--- src/rtl/seq_divide.sv ---
// Multi-cycle non-restoring integer divider (signed or unsigned).
// Result is packed as {remainder, quotient}, the same HI:LO layout the multiplier uses.
module seq_divide #(
  parameter int WIDTH  = 32,
  parameter bit SIGNED = 1'b1
) (
  input  logic               clock,
  input  logic               clear_n,
  input  logic               start,
  input  logic [WIDTH-1:0]   dividend,
  input  logic [WIDTH-1:0]   divisor,
  output logic               busy,
  output logic               done,
  output logic               div_by_zero,
  output logic [2*WIDTH-1:0] Result
);

  localparam int CW = $clog2(WIDTH + 1);
  localparam logic [WIDTH-1:0] ONE = WIDTH'(1);

  typedef enum logic [1:0] {IDLE, ITER, FIX, ZERO} state_t;

  state_t           state;
  logic [CW-1:0]    count;
  logic [WIDTH:0]   rem;
  logic [WIDTH-1:0] quo;
  logic [WIDTH-1:0] dvs;
  logic             neg_dividend;
  logic             neg_divisor;

  logic             dividend_neg_in;
  logic             divisor_neg_in;
  logic [WIDTH-1:0] dividend_abs;
  logic [WIDTH-1:0] divisor_abs;
  logic [WIDTH:0]   dvs_ext;
  logic [WIDTH:0]   rem_shift;
  logic [WIDTH:0]   rem_step;
  logic [WIDTH-1:0] quo_step;
  logic [WIDTH-1:0] rem_fixed;
  logic [WIDTH-1:0] quo_final;
  logic [WIDTH-1:0] rem_final;

  // Magnitudes are unsigned WIDTH-bit values, so |most-negative| fits without overflow.
  always_comb begin
    dividend_neg_in = SIGNED && dividend[WIDTH-1];
    divisor_neg_in  = SIGNED && divisor[WIDTH-1];
    dividend_abs    = dividend_neg_in ? (~dividend + ONE) : dividend;
    divisor_abs     = divisor_neg_in  ? (~divisor  + ONE) : divisor;
  end

  // The W+1-bit partial remainder may wrap while shifting; the true value after
  // the add/subtract always fits, so modular arithmetic gives the right result.
  always_comb begin
    dvs_ext   = {1'b0, dvs};
    rem_shift = {rem[WIDTH-1:0], quo[WIDTH-1]};
    rem_step  = rem[WIDTH] ? (rem_shift + dvs_ext) : (rem_shift - dvs_ext);
    quo_step  = {quo[WIDTH-2:0], ~rem_step[WIDTH]};
    rem_fixed = rem[WIDTH] ? (rem[WIDTH-1:0] + dvs) : rem[WIDTH-1:0];
    quo_final = (neg_dividend ^ neg_divisor) ? (~quo + ONE) : quo;
    rem_final = neg_dividend ? (~rem_fixed + ONE) : rem_fixed;
  end

  always_ff @(posedge clock or negedge clear_n) begin
    if (!clear_n) begin
      state        <= IDLE;
      count        <= '0;
      rem          <= '0;
      quo          <= '0;
      dvs          <= '0;
      neg_dividend <= 1'b0;
      neg_divisor  <= 1'b0;
      busy         <= 1'b0;
      done         <= 1'b0;
      div_by_zero  <= 1'b0;
      Result       <= '0;
    end else begin
      done <= 1'b0;
      case (state)
        IDLE: begin
          if (start) begin
            busy         <= 1'b1;
            count        <= '0;
            rem          <= '0;
            dvs          <= divisor_abs;
            neg_dividend <= dividend_neg_in;
            neg_divisor  <= divisor_neg_in;
            // The zero path reports the raw dividend, so keep it unmodified there.
            if (divisor == '0) begin
              quo   <= dividend;
              state <= ZERO;
            end else begin
              quo   <= dividend_abs;
              state <= ITER;
            end
          end
        end
        ITER: begin
          rem   <= rem_step;
          quo   <= quo_step;
          count <= count + 1'b1;
          if (count == CW'(WIDTH - 1)) begin
            state <= FIX;
          end
        end
        FIX: begin
          Result      <= {rem_final, quo_final};
          div_by_zero <= 1'b0;
          done        <= 1'b1;
          busy        <= 1'b0;
          state       <= IDLE;
        end
        ZERO: begin
          Result      <= {quo, {WIDTH{1'b1}}};
          div_by_zero <= 1'b1;
          done        <= 1'b1;
          busy        <= 1'b0;
          state       <= IDLE;
        end
        default: state <= IDLE;
      endcase
    end
  end

endmodule
--- config.mk ---
export PLATFORM = sky130hd
export DESIGN_NAME = seq_divide
export DESIGN_NICKNAME = d
export VERILOG_FILES = /design/src/rtl/seq_divide.sv
export SDC_FILE = /design/constraint.sdc
export NUM_CORES = 1
export LEC_CHECK = 0
export CAP_MARGIN = 20
export CORE_ASPECT_RATIO = 1.2
export CORE_MARGIN = 2
export CORE_UTILIZATION = 28
export DETAILED_ROUTE_END_ITERATION = 12
export PLACE_DENSITY = 0.56
export SYNTH_ARGS = -nofsm -noshare
export SYNTH_HDL_FRONTEND = slang
export SYNTH_SLANG_ARGS = --single-unit
--- constraint.sdc ---
create_clock -name clock -period 6.4 [get_ports clock]
set_input_delay 0.96 -clock clock [delete_from_list [all_inputs] [get_ports clock]]
set_output_delay 0.96 -clock clock [all_outputs]
set_load 0.005 [all_outputs]
==> flow_summary_export.csv, run 1 <==
group,metric,value,unit
power,switching_share,48.9,%
routing,dr.pass1.iters,5,
grt,grt_pass1_wl,70900,um
synthesis,synthTopCellsByCount,"nand2_1, dfrtp_1, o21ai_0, nor2_1, a21oi_1",
layout,fin_cells,2452,
worst_setup_path,cp-start-kind,"flop",
worst_setup_path,cp_max_fo,6,
timing,slew_headroom,32.3,%
worst_setup_path,cp.arrival,5270,ps
synthesis,avgSynthCellArea,8.06,um^2
synthesis,synth_fp_nets,1858,
synthesis,synthCells,1720,
floorplanning,start_util,28.2,%
worst_setup_path,setup.worst_path.end_class,"flop",
timing,final.setup_skew,15.4,ps
worst_setup_path,worstSetupEndpoint,"rem[31]$_DFFE_PN0P_",
timing,fin_tns_setup,0,ps
clock_tree,htree_levels,4,
power,power,9.77,mW
timing,whs,494,ps
grt,grt_max_degree,73,
synthesis,synth-simple-area-share,18.9,%
grt,first_global_vias,12600,
floorplanning,ios,134,
grt,overflow,0,
power,combPwrFrac,65.7,%
status,status,"finished, final reports clean",
min_path,hp-class,"flop to flop",
synthesis,ys.flop_type,"dfrtp_1",
synthesis,ys_seq_elements,174,
synthesis,synth.area.mux_share,1.23,%
synthesis,synth_cell_types,78,
synthesis,syn-cell-area,13900,um^2
worst_setup_path,reg2reg_slack,1450,ps
floorplanning,row_count,89,
floorplanning,die_w,207,um
synthesis,async_flop_share,100,%
synthesis,synth.most_common_cell,"nand2_1",
placed_design,io_buffers,133,
clock_tree,cts_buffers,17,
synthesis,synthDominantCellAreaShare,31.4,%
floorplanning,core,49100,um^2
synthesis,yosysWarnings,0,
routing,drtAntennaViolNets,0,
clock_tree,cts_sinks,174,
synthesis,yosysTopAreaCell,"dfrtp_1",
routing,num_vias,13100,
worst_setup_path,cp_data_required_time,6720,ps
synthesis,synth_fa_ha_area_share,6.51,%
placed_design,place.gp.congestion,0.872,
worst_setup_path,r2r_start,"dvs[1]$_DFFE_PN0P_",
layout,fillers,5130,
synthesis,synth_area_leaders,"dfrtp_1, xor2_1, ha_1, o21ai_0, a21oi_1",
timing,slew_viol_final,0,
placed_design,hpwl,33600,um
floorplanning,die-area,51300,um^2
clock_tree,postCtsSetupBuffers,0,
synthesis,synth_top_family_by_area,"compound AO/OA/AOI/OAI gates",
synthesis,synth_compound_area_share,26.8,%
layout,syn_to_final_growth,18.5,%
flow_run,max_cap_violations,0,
layout,antenna_cells,0,
routing,drcViolationCount,0,
power,power_density,594,nW/um^2
grt,antenna_found_initial,0,
worst_setup_path,r2r-end,"rem[31]$_DFFE_PN0P_",
routing,wl_per_cell,18.3,um
clock_tree,cts_tree,"yes",
power,p_switching,4.78,mW
grt,grt_usage,17.2,%
timing,fmax,0.202,GHz
synthesis,synth_edf_count,0,
clock_tree,post_cts_resized,0,
placed_design,dp_cells,2419,
power,cellLeakagePower,6.80,nW
timing,worst_pin_slew,1010,ps
synthesis,synthXorXnorAreaFrac,11.4,%
routing,routed_wirelength,44700,um
layout,finish.utilization,33.5,%
worst_setup_path,timing.reg2reg.worst_path_depth,19,
clock_tree,ctsHoldBuffers,0,
timing,grt_setup_unrepaired,"false",
power,p_int,4.99,mW
timing,min_period_over_period,77.3,%
clock_tree,clock_path_buffers,2,
clock_tree,clkTransAtPathRegs,70,ps
layout,drive_gt1_share,4.74,%
power,power_frac_clock,11.5,%
layout,nNetsFinal,1940,
worst_setup_path,path_class,"flop to flop",
timing,layout_min_cycle_time,4950,ps
timing,finalHoldViolations,0,
worst_setup_path,crit_start,"dvs[1]$_DFFE_PN0P_",
routing,drt-vias-per-instance,5.35,
clock_tree,clock_latency,460,ps
clock_tree,clockRootBuffer,"clkbuf_16",
power,ir_drop,239,uV
power,p_seq_share,22.8,%
timing,setup_violations,0,
floorplanning,die_y,248,um
routing,drt_iter0_markers,880,
synthesis,seq_area_frac_synth,31.4,%
-- cell type report --
cell class	count	area (um^2)	share of cell area, %
Sequential cell	174	4360	26.5
Timing Repair Buffer	150	1480	9.01
Tap cell	637	797	4.85
Multi-Input combinational cell	1407	9000	54.8
Clock inverter	12	151	0.921
Clock buffer	20	447	2.72
Inverter	52	195	1.19
-- per-stage QoR --
stage               instance area [um^2]  worst slack, ps
CTS                                16400             1410
finish                             16400             1450
detailed placement                 15800             1280
floorplan                          13900             1410
global placement                   15800             1310
global route                       16400             1010
-- how the worst min path moves through the flow --
| stage | from | end | slack [ps] | depth (start not counted) |
|---|---|---|---|---|
| CTS | count[5]$_DFFE_PN0P_ | count[5]$_DFFE_PN0P_ | 490 | 1 |
| floorplan | count[5]$_DFFE_PN0P_ | count[5]$_DFFE_PN0P_ | 460 | 1 |
| detailed placement | count[5]$_DFFE_PN0P_ | count[5]$_DFFE_PN0P_ | 480 | 1 |
| finish | count[5]$_DFFE_PN0P_ | count[5]$_DFFE_PN0P_ | 490 | 1 |
| global placement | Result[54]$_DFFE_PN0N_ | Result[54]$_DFFE_PN0N_ | 470 | 1 |
| global route | Result[54]$_DFFE_PN0N_ | Result[54]$_DFFE_PN0N_ | 510 | 1 |
-- state kept, by name, summed over array words and instances, names as in the netlist --
| name | flops |
|---|---|
| busy | 1 |
| neg_dividend | 1 |
| count | 6 |
| done | 1 |
| neg_divisor | 1 |
| dvs | 32 |
| quo | 32 |
| rem | 33 |
| state | 2 |
| Result | 64 |
| div_by_zero | 1 |
-- cell usage in the layout, fill, tap and decap left out, drive strengths merged, types with 25 or more instances in the layout --
cell             n
nor3            41
nor2           153
o31ai           34
xnor2           60
nand3           25
o21ai          169
inv             55
dfrtp          174
nor4            25
ha              69
nand2          186
a21oi          146
a31oi           28
a21o            35
clkdlybuf4s50  132
xor2           120
a22oi           25
-- worst max-delay path: stages (launching register included) --
cell,delay (ps)
dfrtp_1,460
inv_1,110
ha_1,190
nand2_1,80
or4_1,480
nor3b_1,700
a31oi_1,190
xor2_1,170
ha_1,350
a21o_1,190
a21o_1,170
a21o_1,220
a21o_1,180
nand2_1,60
a31oi_1,140
a221oi_1,500
o21ai_0,160
a31oi_1,210
xor2_1,150
o21ai_0,80
-- per-layer routing --
layer / wire [um] / vias up / GRT usage, %
met4: 630 / 0 / 4.47
met1: 21400 / 6242 / 24.1
li1: - / 6464 / -
met3: 2080 / 41 / 1.48
met2: 20600 / 367 / 28.4
met5: 0 / - / 0
-- cells by family after synthesis --
group,count (synthesis)
flip-flops,174
AND/OR/NAND/NOR,555
adder cells (fa/ha/maj),71
XOR/XNOR,180
AO/OA/AOI/OAI,585
multiplexers,16
buffers and inverters,139
-- power groups by stage --
stage                     Combinational (mW)  Clock [mW]  Sequential [mW]
after CTS                               6.37        1.14             2.22
after global routing                    7.16        1.19             2.30
after detailed placement                6.34           0             2.24
after global placement                  6.27           0             2.23
after floorplan                         4.81           0             1.96
final                                   6.42        1.12             2.23
Note: power is estimated with default switching activity, not from simulation.
==> run 2, diff against run 1 <==
clock period = 4.6 ns   (was 6.4 ns; I/O delays follow)
==> flow_summary_export.csv, run 2 (same netlist as run 1, synthesis figures left out) <==
group,metric,value,unit
layout,largest_reg_flops,64,
layout,syn_to_final_growth,22.9,%
timing,setup_violations,0,
routing,dr.pass1.iters,7,
floorplanning,core,49100,um^2
clock_tree,clockRootBuffer,"clkbuf_16",
floorplanning,start_util,28.2,%
clock_tree,postCtsSetupBuffers,0,
placed_design,pre_cts_ws,-40.1,ps
grt,antenna_found_initial,0,
power,cellLeakagePower,7.18,nW
layout,antenna_cells,0,
status,status,"finished, final reports clean",
flow_run,max_cap_violations,0,
worst_setup_path,cp_slowest_cell,"or4b_1",
timing,final.setup_skew,12.8,ps
grt,grt_usage,17.5,%
floorplanning,row_count,89,
layout,final_common_cell,"nand2_1",
grt,overflow,0,
timing,fin_ws,240,ps
clock_tree,cts_buffers,17,
clock_tree,clock_path_buffers,2,
min_path,hp-class,"input pin to asynchronous set/reset pin",
timing,fmax,0.229,GHz
placed_design,placed_area,16400,um^2
power,p_seq_share,21.7,%
worst_setup_path,cp_max_fo,5,
grt,grt_max_degree,82,
layout,top_register,"Result",
floorplanning,die_y,248,um
clock_tree,cts_tree,"yes",
worst_setup_path,crit_family,"compound AO/OA/AOI/OAI gates",
worst_setup_path,path_class,"flop to flop",
worst_setup_path,cp-start-kind,"flop",
placed_design,place.gp.congestion,0.869,
placed_design,io_buffers,133,
timing,finalHoldViolations,0,
routing,num_vias,13300,
layout,drive_gt1_share,9.42,%
power,power_density,829,nW/um^2
placed_design,hpwl,34700,um
worst_setup_path,cp.arrival,4700,ps
layout,postLayoutCellArea,17000,um^2
layout,reg_top3,"Result (64), rem (33)",
floorplanning,die-area,51300,um^2
worst_setup_path,critPathBufInv,0,
power,combPwrFrac,67.9,%
routing,drtAntennaViolNets,0,
timing,slew_headroom,28.8,%
worst_setup_path,cpPeakStageDelay,590,ps
grt,grt_pass1_wl,72100,um
power,switching_share,48.1,%
grt,first_global_vias,13000,
timing,min_period_over_period,94.8,%
power,power_frac_clock,10.5,%
timing,grt_setup_unrepaired,"true",
clock_tree,cts_sinks,174,
worst_setup_path,cp_data_required_time,4940,ps
routing,drt_iter0_markers,805,
timing,slew_viol_final,0,
floorplanning,ios,134,
timing,layout_min_cycle_time,4360,ps
worst_setup_path,setup.worst_path.end_class,"flop",
routing,routed_wirelength,45000,um
power,p_switching,6.79,mW
worst_setup_path,crit_chain,"ha_1 -> o21ai_0 -> o21bai_1 -> a21o_1 -> a211o_1 -> or4b_1 -> nor3_1 -> nand4_1 -> or2_2 -> o31ai_1 -> xor2_1 -> a221o_1",
layout,most-common-layout-cells,"nand2_1, dfrtp_1, o21ai_0",
routing,drt-vias-per-instance,5.25,
clock_tree,htree_levels,4,
timing,whs,239,ps
routing,drcViolationCount,0,
power,p_int,7.34,mW
floorplanning,die_w,207,um
clock_tree,clock_latency,460,ps
clock_tree,clkTransAtPathRegs,80,ps
timing,worst_pin_slew,1070,ps
power,ir_drop,301,uV
routing,wl_per_cell,17.8,um
layout,nNetsFinal,2014,
run 2: cell types whose count changed in the layout (fill, tap and decap cells not counted), sizes merged:
| cell | delta |
|---|---|
| clkbuf | -2 |
| clkinv | +1 |
| bufinv | -2 |
| inv | +6 |
| clkinvlp | -3 |
| buf | +74 |
run 2: final timing paths:
| check | start | end | slack (ps) | depth (start not counted) |
|---|---|---|---|---|
| worst min register to register | Result[54]$_DFFE_PN0N_ | Result[54]$_DFFE_PN0N_ | 500 | 1 |
| worst max register to register | dvs[2]$_DFFE_PN0P_ | Result[62]$_DFFE_PN0N_ | 240 | 12 |
| min in group clock | Result[54]$_DFFE_PN0N_ | Result[54]$_DFFE_PN0N_ | 500 | 1 |
| worst max-delay path | dvs[2]$_DFFE_PN0P_ | Result[62]$_DFFE_PN0N_ | 240 | 12 |
| max in group asynchronous | clear_n | Result[29]$_DFFE_PN0N_ | 3450 | 2 |
| worst min-delay path | clear_n | Result[7]$_DFFE_PN0N_ | 240 | 1 |
run 2: routing by layer:
metal  up-vias  share of wire, %  GRT usage [%]  wire [um]
met5         -                 0              0          0
met4         0              0.96           3.84        431
met3        26               3.9           2.32       1770
met2       305                48           29.9      21500
met1      6340                47           23.6      21300
li1       6595                 -              -          -
run 2: stage by stage:
step	TNS, ps	total power, mW	instances	utilization (%)
3_5_place_dp	-50.1	12.5	2494	33.4
6_report	0	14.1	2526	34.7
4_1_cts	0	14.1	2526	34.6
3_3_place_gp	-33.4	12.4	2494	33.4
5_1_grt	0	15.5	2526	34.7
2_1_floorplan	0	9.42	1720	-
run 2: power by group through the flow:
| stage | sequential, mW | combinational, mW | clock (mW) |
|---|---|---|---|
| finish | 3.06 | 9.59 | 1.48 |
| global route | 3.17 | 10.8 | 1.57 |
| CTS | 3.05 | 9.50 | 1.50 |
| detailed placement | 3.08 | 9.45 | 0 |
| global placement | 3.07 | 9.31 | 0 |
| floorplan | 2.72 | 6.70 | 0 |
run 2: cell type report:
cell class	count	area (um^2)
multi-input combinational	1407	9080
clock buffer	18	439
clock inverter	14	134
inverter	52	195
timing repair buffer	224	2040
tap	637	797
sequential	174	4360
fill	5127	32100
run 2: timing repair:
action / CTS / global route
hold buffers: 0 / 0
hold endpoints to repair: 0 / 0
endpoints found under the setup margin: 0 / 11
resized for setup: 0 / 17
==> run 3, diff against run 2 <==
CELL_PAD_IN_SITES_DETAIL_PLACEMENT = 2   (was unset)
CELL_PAD_IN_SITES_GLOBAL_PLACEMENT = 2   (was unset)
PLACE_DENSITY = 0.78   (was 0.56)
==> flow_summary_export.csv, run 3 (same netlist as run 1, synthesis figures left out) <==
group,metric,value,unit
min_path,hp-class,"input pin to asynchronous set/reset pin",
clock_tree,clock_latency,460,ps
worst_setup_path,cp.arrival,4690,ps
timing,worst_pin_slew,974,ps
timing,slew_headroom,35.0,%
worst_setup_path,r2r-end,"Result[63]$_DFFE_PN0N_",
power,power,14.7,mW
routing,drt-vias-per-instance,5.47,
layout,final_common_cell,"nand2_1",
layout,top_register,"Result",
floorplanning,core,49100,um^2
timing,finalHoldViolations,0,
worst_setup_path,worst_path_most_repeated_cell,"o31ai_1",
grt,grt_usage,20.7,%
clock_tree,cts_buffers,17,
timing,setup_violations,0,
floorplanning,start_util,28.2,%
timing,grt_setup_unrepaired,"false",
clock_tree,htree_levels,4,
layout,nNetsFinal,2020,
placed_design,place.gp.congestion,0.837,
grt,grt_max_degree,82,
placed_design,placed_area,16500,um^2
layout,postLayoutCellArea,17100,um^2
worst_setup_path,timing.reg2reg.worst_path_depth,13,
worst_setup_path,crit_chain,"ha_1 -> and2_1 -> nand3_1 -> or4_1 -> a211o_1 -> a21boi_2 -> o31ai_1 -> a311oi_1 -> buf_4 -> or3b_2 -> o31ai_1 -> xnor2_1 -> o221ai_1",
floorplanning,die-area,51300,um^2
worst_setup_path,reg2reg_slack,240,ps
worst_setup_path,cpPeakStageDelay,610,ps
floorplanning,row_count,89,
clock_tree,cts_sinks,174,
layout,drive_gt1_share,9.66,%
status,status,"finished, final reports clean",
worst_setup_path,setup.worst_path.end_class,"flop",
floorplanning,ios,134,
layout,antenna_cells,0,
power,ir_drop,247,uV
clock_tree,clockRootBuffer,"clkbuf_16",
flow_run,max_cap_violations,0,
worst_setup_path,path_class,"flop to flop",
timing,slew_viol_final,0,
power,power_density,859,nW/um^2
routing,drtAntennaViolNets,0,
worst_setup_path,cp_slowest_cell,"or4_1",
clock_tree,clkTransAtPathRegs,80,ps
layout,most-common-layout-cells,"nand2_1, dfrtp_1, o21ai_0",
clock_tree,cts_tree,"yes",
worst_setup_path,cp_max_fo,9,
grt,grt_pass1_wl,85200,um
routing,num_vias,13900,
floorplanning,die_y,248,um
floorplanning,die_w,207,um
clock_tree,clock_path_buffers,2,
layout,largest_reg_flops,64,
routing,routed_wirelength,53200,um
grt,overflow,0,
clock_tree,ctsHoldBuffers,0,
worst_setup_path,cp_data_required_time,4930,ps
power,cellLeakagePower,7.21,nW
layout,reg_top3,"Result (64), rem (33)",
clock_tree,postCtsSetupBuffers,0,
routing,dr.pass1.iters,5,
grt,first_global_vias,15300,
routing,drt_iter0_markers,741,
routing,wl_per_cell,21.0,um
routing,drcViolationCount,0,
grt,antenna_found_initial,0,
timing,min_period_over_period,94.7,%
worst_setup_path,cp-start-kind,"flop",
layout,syn_to_final_growth,23.4,%
timing,layout_min_cycle_time,4360,ps
placed_design,io_buffers,133,
timing,final.setup_skew,11.3,ps
worst_setup_path,r2r_start,"dvs[8]$_DFFE_PN0P_",
timing,fmax,0.229,GHz
placed_design,hpwl,41000,um
[run 3: cell type report]
cell class	count	area [um^2]
inverter	52	195
multi-input combinational	1407	9060
sequential	174	4360
clock buffer	17	425
fill	5622	32000
timing repair buffer	230	2140
tap	637	797
clock inverter	15	131
[run 3: how the worst max path moves through the flow]
stage	from	endpoint	slack (ps)
final	dvs[8]$_DFFE_PN0P_	Result[63]$_DFFE_PN0N_	240
after global routing	dvs[8]$_DFFE_PN0P_	Result[63]$_DFFE_PN0N_	20
after floorplan	rem[32]$_DFFE_PN0P_	rem[31]$_DFFE_PN0P_	10
after CTS	dvs[0]$_DFFE_PN0P_	rem[31]$_DFFE_PN0P_	50
after detailed placement	divisor[7]	quo[27]$_DFFE_PN0P_	-90
after global placement	divisor[7]	quo[5]$_DFFE_PN0P_	-40
[run 3: timing repair]
action                     4_1_cts  5_1_grt
resized for setup                1       16
pin swaps                        1        3
setup endpoints to repair        1        9
[run 3: critical path: cells and delay by family, from the launching register on]
kind,cells,cell delay (ps)
DFF,1,470
and+or+nand+nor,4,1470
xor gates and xnor gates,1,160
AOI/OAI and AO/OA,6,1450
adders and majority gates,1,510
buffers and inverters,1,170
[run 3: per-stage QoR]
step / worst slack, ps / std cells / utilization [%] / TNS (ps) / hold slack [ps]
floorplan: 10.3 / 1720 / - / 0 / 394
global placement: -38.7 / 2499 / 33.5 / -85.9 / 476
detailed placement: -94.1 / 2499 / 33.5 / -580 / 483
CTS: 51.9 / 2531 / 34.7 / 0 / 290
global route: 21.8 / 2532 / 34.9 / 0 / 302
finish: 243 / 2532 / 34.9 / 0 / 249
[run 3: layer usage]
layer  share of wire, %  vias to the layer above  global-route usage (%)  routed length [um]
met2                 51                      235                    37.9               27000
li1                   -                     6576                       -                   -
met4                3.0                        0                    7.48                1570
met5                  0                        -                       0                   0
met3                2.5                       82                    2.33                1310
met1                 44                     6963                    25.0               23300
[run 3: report_power, final]
group | switching, mW | internal [mW]
registers | 0.894 | 2.20
logic | 5.72 | 4.43
clock network | 0.743 | 0.711
